$ cat src/rtl/food_spawn_ctrl.sv
`default_nettype none
`timescale 1ns/1ps
// ============================================================================
// Module : food_spawn_ctrl
// Desc   : Picks a random free playfield cell for the snake's food using a
//          pair of 6-bit LFSRs, checking candidates against the body store.
//          Optional raster fallback scan: define FOOD_FALLBACK_SCAN_EN.
// Rev    : 1.0  initial release
// ============================================================================
module food_spawn_ctrl #(
  parameter int         GRID_W    = 40,
  parameter int         GRID_H    = 30,
  parameter int         MAX_TRIES = 63,
  parameter logic [5:0] SEED_X    = 6'h0F,
  parameter logic [5:0] SEED_Y    = 6'h2A
) (
  input  logic       clk,
  input  logic       rst_n,
  input  logic       spawn_req,
  output logic       busy,
  output logic       occ_req,
  output logic [5:0] occ_x,
  output logic [5:0] occ_y,
  input  logic       occ_ack,
  input  logic       occ_hit,
  output logic       food_valid,
  output logic [5:0] food_x,
  output logic [5:0] food_y,
  output logic       fail
);

  localparam logic [6:0] c_GRID_W    = 7'(GRID_W);
  localparam logic [6:0] c_GRID_H    = 7'(GRID_H);
  localparam logic [7:0] c_MAX_TRIES = 8'(MAX_TRIES);

  typedef enum logic [2:0] {
    S_IDLE    = 3'd0,
    S_STEP    = 3'd1,
    S_RANGE   = 3'd2,
    S_QUERY   = 3'd3,
    S_DONE    = 3'd4,
    S_EXHAUST = 3'd5,
    S_SCAN_Q  = 3'd6,
    S_SCAN_N  = 3'd7
  } state_t;

  state_t     r_state;
  state_t     w_state_nxt;
  state_t     w_exhaust_tgt;
  logic [5:0] r_x_lfsr;
  logic [5:0] r_y_lfsr;
  logic [7:0] r_tries;
  logic [5:0] r_occ_x;
  logic [5:0] r_occ_y;
  logic [5:0] r_food_x;
  logic [5:0] r_food_y;
  logic       w_in_range;
  logic       w_tries_max;

  // x^6+x^5+1; the all-zero lockup state is forced back onto the sequence
  function automatic logic [5:0] lfsr_step(input logic [5:0] r);
    return (r == 6'd0) ? 6'h01 : {r[4:0], r[5] ^ r[4]};
  endfunction

`ifdef FOOD_FALLBACK_SCAN_EN
  localparam logic [5:0] c_LAST_X = 6'(GRID_W - 1);
  localparam logic [5:0] c_LAST_Y = 6'(GRID_H - 1);

  logic [5:0] r_scan_x;
  logic [5:0] r_scan_y;
  logic       w_scan_last;

  assign w_scan_last   = (r_scan_x == c_LAST_X) && (r_scan_y == c_LAST_Y);
  assign w_exhaust_tgt = S_SCAN_N;

  always_ff @(posedge clk or negedge rst_n) begin
    if (!rst_n) begin
      r_scan_x <= 6'd0;
      r_scan_y <= 6'd0;
    end else if (r_state == S_RANGE || r_state == S_QUERY) begin
      r_scan_x <= 6'd0;
      r_scan_y <= 6'd0;
    end else if (r_state == S_SCAN_Q && occ_ack && occ_hit) begin
      if (r_scan_x == c_LAST_X) begin
        r_scan_x <= 6'd0;
        r_scan_y <= r_scan_y + 6'd1;
      end else begin
        r_scan_x <= r_scan_x + 6'd1;
      end
    end
  end
`else
  assign w_exhaust_tgt = S_EXHAUST;
`endif

  assign w_in_range  = ({1'b0, r_x_lfsr} < c_GRID_W) && ({1'b0, r_y_lfsr} < c_GRID_H);
  assign w_tries_max = (r_tries == c_MAX_TRIES);

  always_comb begin
    w_state_nxt = r_state;
    case (r_state)
      S_IDLE:    if (spawn_req) w_state_nxt = S_STEP;
      S_STEP:    w_state_nxt = S_RANGE;
      S_RANGE: begin
        if (w_in_range)       w_state_nxt = S_QUERY;
        else if (w_tries_max) w_state_nxt = w_exhaust_tgt;
        else                  w_state_nxt = S_STEP;
      end
      S_QUERY: begin
        if (occ_ack) begin
          if (!occ_hit)         w_state_nxt = S_DONE;
          else if (w_tries_max) w_state_nxt = w_exhaust_tgt;
          else                  w_state_nxt = S_STEP;
        end
      end
      S_DONE:    w_state_nxt = S_IDLE;
      S_EXHAUST: w_state_nxt = S_IDLE;
`ifdef FOOD_FALLBACK_SCAN_EN
      S_SCAN_Q: begin
        if (occ_ack) begin
          if (!occ_hit)         w_state_nxt = S_DONE;
          else if (w_scan_last) w_state_nxt = S_EXHAUST;
          else                  w_state_nxt = S_SCAN_N;
        end
      end
      S_SCAN_N:  w_state_nxt = S_SCAN_Q;
`endif
      default:   w_state_nxt = S_IDLE;
    endcase
  end

  always_ff @(posedge clk or negedge rst_n) begin
    if (!rst_n) begin
      r_state  <= S_IDLE;
      r_x_lfsr <= SEED_X;
      r_y_lfsr <= SEED_Y;
      r_tries  <= 8'd0;
    end else begin
      r_state <= w_state_nxt;
      // X free-runs while idle so the request timing seeds the draw
      if (r_state == S_IDLE || r_state == S_STEP) r_x_lfsr <= lfsr_step(r_x_lfsr);
      if (r_state == S_STEP)                      r_y_lfsr <= lfsr_step(r_y_lfsr);
      if (r_state == S_IDLE && spawn_req)         r_tries  <= 8'd0;
      else if (r_state == S_STEP)                 r_tries  <= r_tries + 8'd1;
    end
  end

  always_ff @(posedge clk or negedge rst_n) begin
    if (!rst_n) begin
      r_occ_x  <= 6'd0;
      r_occ_y  <= 6'd0;
      r_food_x <= 6'd0;
      r_food_y <= 6'd0;
    end else begin
      if (r_state == S_RANGE) begin
        r_occ_x <= r_x_lfsr;
        r_occ_y <= r_y_lfsr;
      end
`ifdef FOOD_FALLBACK_SCAN_EN
      else if (r_state == S_SCAN_N) begin
        r_occ_x <= r_scan_x;
        r_occ_y <= r_scan_y;
      end
`endif
      // the query registers still hold the winning cell on the ack edge
      if (w_state_nxt == S_DONE) begin
        r_food_x <= r_occ_x;
        r_food_y <= r_occ_y;
      end
    end
  end

  assign busy       = !(r_state inside {S_IDLE, S_DONE, S_EXHAUST});
  assign occ_req    = (r_state == S_QUERY) || (r_state == S_SCAN_Q);
  assign occ_x      = r_occ_x;
  assign occ_y      = r_occ_y;
  assign food_valid = (r_state == S_DONE);
  assign fail       = (r_state == S_EXHAUST);
  assign food_x     = r_food_x;
  assign food_y     = r_food_y;

endmodule
`default_nettype wire

$ cat config.mk
export PLATFORM = sky130hd
export DESIGN_NAME = food_spawn_ctrl
export DESIGN_NICKNAME = d
export VERILOG_FILES = /design/src/rtl/food_spawn_ctrl.sv
export SDC_FILE = /design/constraint.sdc
export NUM_CORES = 1
export LEC_CHECK = 0
export BUFFER_PORTS_ARGS = -buffer_cell sky130_fd_sc_hd__buf_2
export CAP_MARGIN = 15
export CORE_UTILIZATION = 60
export DETAILED_ROUTE_END_ITERATION = 16
export GPL_ROUTABILITY_DRIVEN = 0
export HOLD_SLACK_MARGIN = 0.15
export PLACE_DENSITY = 0.84
export SYNTH_ARGS = -nofsm -noshare
export SYNTH_HDL_FRONTEND = slang
export SYNTH_SLANG_ARGS = --single-unit
$ cat constraint.sdc
create_clock -name clk -period 3.1 [get_ports clk]
set_input_delay 0.155 -clock clk [delete_from_list [all_inputs] [get_ports clk]]
set_output_delay 0.155 -clock clk [all_outputs]
set_load 0.02 [all_outputs]
==> reports/qor.yml, run 1 <==
logic_synthesis:
  syn_area_um2: 2158
  ys_types: 36
  synth_cells: 175
  ys_warn_count: 0
  synth.avg_cell_area_um2: 12.33
  syn-num-nets: 186
  ys_ff_latch: 47
  yosysSeqAreaShare_pct: 54.90
placed_design:
  dp_hpwl_um: 2852
  placed_area_um2: 2308
  port_buffers: 32
timing:
  tns_ns: 0
  max_freq_ghz: 0.4968
  relSlewSlack_pct: 34.44
  drv_slew: 0
  rsz0062_at_grt: "false"
  setup_violations: 0
  fin_crit_sh_pct: 64.93
  fin_crit_ns: 2.013
  final_hold_viol_count: 0
  worstMarginPinSlew_ns: 0.9834
  skew_ns: 0.007932
worst_hold_path:
  hold_path.startpoint: "occ_hit"
  hold_end: "r_state[2]$_DFF_PN0_"
  whs_path_depth: 3
  hold_path_class: "input port to register"
critical_path:
  critical_path_buf_inv_count: 0
  timing.rr.end: "occ_x[0]$_DFFE_PN0N_"
  path_depth: 3
  r2r_cells: 3
  crit_required_ns: 3.36
  regToRegSetupSlack_ns: 1.09
  crit_arrival_ns: 2.28
  crit_family: "simple AND/OR/NAND/NOR gates"
  path_cells: "nand2b_1 > nor2_1 > mux2_2"
  critPathMaxFanout: 14
  critical_path_class: "register to register"
  r2r-start: "r_state[1]$_DFF_PN0_"
  cp-end-kind: "register"
  max_stage_delay_ns: 0.76
  critPathLaunchType: "register"
  cp_slowest_cell: "nor2_1"
clocking:
  ctsHtreeMaxLevel: 2
  clockRootBuffer: "clkbuf_4"
  path_clk_slew_ns: 0.13
  cts_resized: 0
  cts_tree: "built"
  clock_path_buffers: 2
  cts_made_buffers: 5
  clock_sinks: 47
  clock_latency_ns: 0.36
power:
  power_density_nw_per_um2: 1097
  ir_worst_vdd_v: 0.0005958
  p_leak_nw: 1.162
detailed_routing:
  vias_per_cell: 5.494
  wl_per_cell_um: 15.32
  vias: 1412
  route.detailed.drc: 0
  dr.pass1.iters: 4
  ant_nets: 0
  wl_um: 3938
  drt_iter0_markers: 47
floorplan:
  core_area_um2: 3390
  die_w_um: 61.98
  initial_core_util_pct: 63.68
  num_rows: 21
  io_pins: 33
  dieArea_um2: 3841
  die_h_um: 61.98
finish:
  final_common_cell: "dfrtp_1"
  finalNetCount: 221
  antenna_cells: 0
  mostFrequentLayoutCells: "dfrtp_1 (40), buf_2 (32), nand2_1 (20)"
  drive_above_1_share_pct: 38.86
  final_core_util_pct: 71.69
  area_growth_pct: 12.58
  fin_area_um2: 2430
  fillers: 238
grt:
  grt_max_degree: 48
  grt_pass1_vias: 1408
  antenna_found_initial: 0
  track_usage_pct: 23.84
  overflow: 0
  grt_pass1_wl_um: 6368
outcome:
  outcome: "complete, no violations"
run:
  drv_cap: 0
==> kinds of logic (layout without fill, tap and decap cells) <==
family / after synthesis / after routing / share of synthesized area, %
XOR/XNOR: 1 / 1 / 0.4059
multiplexers: 30 / 30 / 17.10
flip-flops: 47 / 47 / 54.90
AND/OR/NAND/NOR: 50 / 50 / 12.35
AO/OA/AOI/OAI: 24 / 24 / 6.899
buffers and inverters: 17 / 53 / 4.870
adder cells (fa/ha/maj): 6 / 6 / 3.478
==> cell usage after synthesis (all sizes together) <==
cell type | instances | area (um^2)
a2111oi | 1 | 8.760
a21boi | 1 | 7.510
a21oi | 10 | 50.05
a221o | 1 | 11.26
a2bb2oi | 1 | 8.760
a31o | 1 | 8.760
a32oi | 1 | 8.760
and3 | 1 | 7.510
buf | 6 | 63.81
clkbuf | 3 | 11.26
dfrtp | 40 | 1001
dfstp | 7 | 183.9
ha | 6 | 75.07
inv | 8 | 30.03
mux2 | 28 | 349.1
mux2i | 2 | 20.02
nand2 | 20 | 75.07
nand2b | 4 | 25.02
nand3 | 1 | 5.000
nand4 | 2 | 12.51
nand4b | 1 | 8.760
nor2 | 7 | 26.28
nor3b | 3 | 22.52
nor4 | 3 | 18.77
o21ai | 6 | 30.03
o31ai | 2 | 15.01
or3 | 2 | 12.51
or3b | 1 | 8.760
or4 | 4 | 33.78
or4b | 1 | 10.01
xnor2 | 1 | 8.760
==> metrics by stage <==
step                hold WS [ns]  setup slack [ns]  power, mW  std cells
CTS                       0.3123             1.104      2.685        257
global placement          0.3629             1.233      2.220        245
floorplan                -0.1406             1.473      1.978        175
finish                    0.3200             1.087      2.666        257
global route              0.3356            0.9768      2.882        257
detailed placement        0.3758             1.105      2.309        245
==> worst max path at each step <==
stage                               from                     to  slack, ns
finish              r_state[1]$_DFF_PN0_   occ_x[0]$_DFFE_PN0N_       1.09
global route        r_state[1]$_DFF_PN0_   occ_x[0]$_DFFE_PN0N_       0.98
CTS                 r_state[1]$_DFF_PN0_   occ_x[0]$_DFFE_PN0N_       1.10
detailed placement  r_state[2]$_DFF_PN0_   occ_x[0]$_DFFE_PN0N_       1.11
global placement    r_state[2]$_DFF_PN0_   occ_y[0]$_DFFE_PN0N_       1.23
floorplan           r_state[0]$_DFF_PN0_  food_x[0]$_DFFE_PN0N_       1.47
==> tightest hold or removal path, delay by kind of cell <==
kind,cells,cell delay (ns)
buffers and inverters,1,0.09
AO/OA/AOI/OAI,1,0.13
AND/OR/NAND/NOR,1,0.28
==> where the power goes <==
| group | switching [mW] | leakage (nW) | internal (mW) |
|---|---|---|---|
| sequential | 0.256 | 0.576 | 0.915 |
| combinational | 0.605 | 0.541 | 0.527 |
| clock | 0.193 | 0.0452 | 0.170 |
==> sequential cells by signal, summed over array words and instances, names as in the netlist <==
signal,flops
occ_x,6
r_state,3
r_x_lfsr,6
r_y_lfsr,6
food_y,6
food_x,6
r_tries,8
occ_y,6
==> cell type report <==
| cell class | instances | area, um^2 | area share (%) |
|---|---|---|---|
| flip-flops and latches | 47 | 1185 | 48.76 |
| well taps | 46 | 57.56 | 2.369 |
| clock inverters | 3 | 43.79 | 1.802 |
| clock buffers | 5 | 37.54 | 1.545 |
| repair buffers | 37 | 207.7 | 8.548 |
| multi-input cells | 111 | 868.3 | 35.74 |
| inverters | 8 | 30.03 | 1.236 |
==> per-layer routing <==
metal | part of all wire (%) | wire (um) | track usage (%) | vias up
li1 | - | - | - | 683
met1 | 45 | 1760 | 30.34 | 693
met2 | 50 | 1977 | 39.67 | 30
met3 | 3.7 | 147 | 6.211 | 6
met4 | 1.3 | 51 | 7.937 | 0
met5 | 0 | 0 | 0 | -
==> repair_timing <==
item | 4_1_cts | 5_1_grt
endpoints found under the hold margin | 42 | 0
buffers inserted | 0 | 0
hold buffers | 4 | 0
(Power assumes the default switching activity.)
==> run 2: changes to the inputs <==
--- a/config.mk
+++ b/config.mk
@@ -5,13 +5,14 @@
 export SDC_FILE = /design/constraint.sdc
 export NUM_CORES = 1
 export LEC_CHECK = 0
+export ABC_AREA = 1
 export BUFFER_PORTS_ARGS = -buffer_cell sky130_fd_sc_hd__buf_2
 export CAP_MARGIN = 15
-export CORE_UTILIZATION = 60
+export CORE_UTILIZATION = 56
 export DETAILED_ROUTE_END_ITERATION = 16
 export GPL_ROUTABILITY_DRIVEN = 0
 export HOLD_SLACK_MARGIN = 0.15
-export PLACE_DENSITY = 0.84
+export PLACE_DENSITY = 0.79
 export SYNTH_ARGS = -nofsm -noshare
 export SYNTH_HDL_FRONTEND = slang
 export SYNTH_SLANG_ARGS = --single-unit
==> constraint.sdc (replaced) <==
create_clock -name clk -period 2.03 [get_ports clk]
set_input_delay 0.1015 -clock clk [delete_from_list [all_inputs] [get_ports clk]]
set_output_delay 0.1015 -clock clk [all_outputs]
set_load 0.02 [all_outputs]
==> run 2 against run 1 <==
Effect of this change: synthesized area rose by 1.6%; clock power rose by 120%; fmax rose by 31%; sequential cell count did not move; global-route usage fell by 2.9 points; utilization fell by 3.4 points; sequential share of layout area fell by 2.0 points; non-clock buffer count fell by 1; cell area rose by 4.4%; first-iteration DRC count rose by 110%; register-to-register slack got worse by 0.59 ns; combinational power rose by 38%; largest cell class unchanged.
==> reports/qor.yml, run 2 <==
critical_path:
  cp-endpoint: "food_x[2]$_DFFE_PN0N_"
  crit_required_ns: 2.21
  r2r_cells: 6
  critical_path_class: "register to register"
  r2r-start: "r_state[2]$_DFF_PN0_"
  crit_arrival_ns: 1.71
  timing.rr.end: "food_x[2]$_DFFE_PN0N_"
  crit_path_start: "r_state[2]$_DFF_PN0_"
  regToRegSetupSlack_ns: 0.50
  max_stage_delay_ns: 0.40
  cp-end-kind: "register"
  cp_slowest_cell: "dfrtp_1"
  critPathLaunchType: "register"
  path_cells: "inv_2 > nand3_1 > nor2_2 > nand2_2 > nand2_1 > o21ai_2"
  critPathMaxFanout: 24
clocking:
  cts_resized: 0
  path_clk_slew_ns: 0.08
  cts_made_buffers: 5
  clock_latency_ns: 0.30
  clock_sinks: 47
  clockRootBuffer: "clkbuf_8"
  postCtsSetupBuffers: 0
  ctsHtreeMaxLevel: 2
  clock_path_buffers: 2
  cts_tree: "built"
detailed_routing:
  wl_per_cell_um: 11.74
  drt_iter0_markers: 100
  dr.pass1.iters: 4
  wl_um: 3887
  ant_nets: 0
  vias_per_cell: 5.133
  vias: 1699
  route.detailed.drc: 0
floorplan:
  io_pins: 33
  die_h_um: 64.59
  initial_core_util_pct: 59.02
  num_rows: 22
  core_area_um2: 3716
  dieArea_um2: 4171
  die_w_um: 64.59
logic_synthesis:
  yosysSeqAreaShare_pct: 54.02
  synth_area_leader_cell: "dfrtp_1"
  ys_warn_count: 0
  ys_ff_latch: 47
  synth_cells: 245
  async_flop_share_pct: 100.0
  syn_area_um2: 2193
  ys_types: 25
  syn-num-nets: 256
  synth_ff_type: "dfrtp_1"
  yosysMostFrequentCell: "nand2_1"
  synth.avg_cell_area_um2: 8.952
  synth_edf_count: 0
  synth_commonest_cells: "nand2_1 (62), dfrtp_1 (40), inv_1 (35), o21ai_0 (23), nand3_1 (14)"
  ys_top_cells_by_area: "dfrtp_1 (46%), nand2_1 (11%), dfstp_2 (8.4%)"
  synth_top_area_share_pct: 45.64
placed_design:
  dp_hpwl_um: 2785
  port_buffers: 32
  placed_area_um2: 2384
timing:
  fin_crit_sh_pct: 75.50
  relSlewSlack_pct: 61.97
  worstMarginPinSlew_ns: 0.5684
  rsz0062_at_grt: "false"
  drv_slew: 0
  skew_ns: 0.005864
  max_freq_ghz: 0.6524
  fin_crit_ns: 1.533
  tns_ns: 0
  setup_violations: 0
  final_hold_viol_count: 0
grt:
  grt_max_degree: 27
  track_usage_pct: 20.92
  grt_pass1_vias: 1510
  antenna_found_initial: 0
  overflow: 0
  grt_pass1_wl_um: 6617
finish:
  finalNetCount: 293
  final_common_cell: "nand2_1"
  largest-register: "r_tries"
  fin_area_um2: 2536
  area_growth_pct: 15.63
  mostFrequentLayoutCells: "nand2_1 (62), dfrtp_1 (40), inv_1 (35)"
  largest_reg_flops: 8
  drive_above_1_share_pct: 24.03
  antenna_cells: 0
  fillers: 300
run:
  drv_cap: 0
power:
  p_leak_nw: 1.315
  power_density_nw_per_um2: 1563
  ir_worst_vdd_v: 0.0006691
worst_hold_path:
  hold_path_class: "input port to register"
outcome:
  outcome: "complete, no violations"
==> run 2: cell count changes after synthesis, sizes merged, moves of 5 or more <==
cell   delta
a21oi     -6
inv      +29
mux2     -28
nand2    +43
nand3    +14
nand4     +5
nor2      +7
nor3      +6
o21ai    +31
==> run 2: cell families (layout without fill, tap and decap cells) <==
| kind of cell | count (synthesis) | in the layout | share of synthesized area, % |
|---|---|---|---|
| adders and majority gates | 6 | 6 | 3.423 |
| and+or+nand+nor | 105 | 105 | 21.16 |
| DFF | 47 | 47 | 54.02 |
| xor gates and xnor gates | 1 | 1 | 0.3994 |
| buffers and inverters | 43 | 81 | 8.956 |
| AOI/OAI and AO/OA | 43 | 43 | 12.04 |
==> run 2: layout make-up <==
type / instances / area (um^2) / share of cell area (%)
clock buffers: 6 / 72.57 / 2.861
clock inverters: 2 / 60.06 / 2.368
inverters: 37 / 138.9 / 5.476
multi-input cells: 155 / 812.0 / 32.02
flip-flops and latches: 47 / 1185 / 46.72
well taps: 48 / 60.06 / 2.368
repair buffers: 36 / 207.7 / 8.189
==> run 2: layer usage <==
metal	GRT usage [%]	up-vias	part of all wire [%]
met1	27.72	802	48
met5	0	-	0
met2	32.76	32	47
met4	10.00	0	1.4
li1	-	860	-
met3	4.401	5	3.8
==> run 2: timing repair <==
item                       in CTS  in global routing
hold endpoints to repair       24                  0
setup endpoints to repair       0                  0
hold buffers                    2                  0
==> run 2: worst min-delay path by stage <==
stage / from / end / slack [ns] / cells past startpoint
4_1_cts: occ_ack / r_state[1]$_DFF_PN0_ / 0.15 / 4
3_3_place_gp: rst_n / food_x[0]$_DFFE_PN0N_ / 0.11 / 1
6_report: occ_ack / r_state[1]$_DFF_PN0_ / 0.16 / 4
3_5_place_dp: rst_n / food_x[4]$_DFFE_PN0N_ / 0.11 / 1
5_1_grt: occ_ack / r_state[1]$_DFF_PN0_ / 0.18 / 4
2_1_floorplan: rst_n / food_x[0]$_DFFE_PN0N_ / -0.19 / 0
==> run 2: through the flow <==
step	utilization (%)	instances	hold WS, ns	setup slack (ns)	power (mW)
4_1_cts	68.25	331	0.1517	0.4956	3.991
5_1_grt	68.25	331	0.1767	0.3533	4.248
6_report	68.25	331	0.1569	0.4973	3.963
3_3_place_gp	64.14	321	0.1122	0.5652	3.121
3_5_place_dp	64.14	321	0.1108	0.5086	3.182
2_1_floorplan	-	245	-0.1941	0.8476	2.765
==> run 2: report_power, final <==
| part | leakage (nW) | total [mW] | switching [mW] | internal [mW] |
|---|---|---|---|---|
| Combinational | 0.654 | 1.56 | 1.06 | 0.505 |
| Clock | 0.0654 | 0.798 | 0.306 | 0.492 |
| Sequential | 0.595 | 1.60 | 0.266 | 1.34 |
| Total | 1.31 | 3.96 | 1.63 | 2.33 |
==> run 2: critical path, delay by kind of cell (launching register included) <==
kind,cells,cell delay (ns)
AO/OA/AOI/OAI,1,0.07
AND/OR/NAND/NOR,4,0.80
flip-flops,1,0.40
buffers and inverters,1,0.13
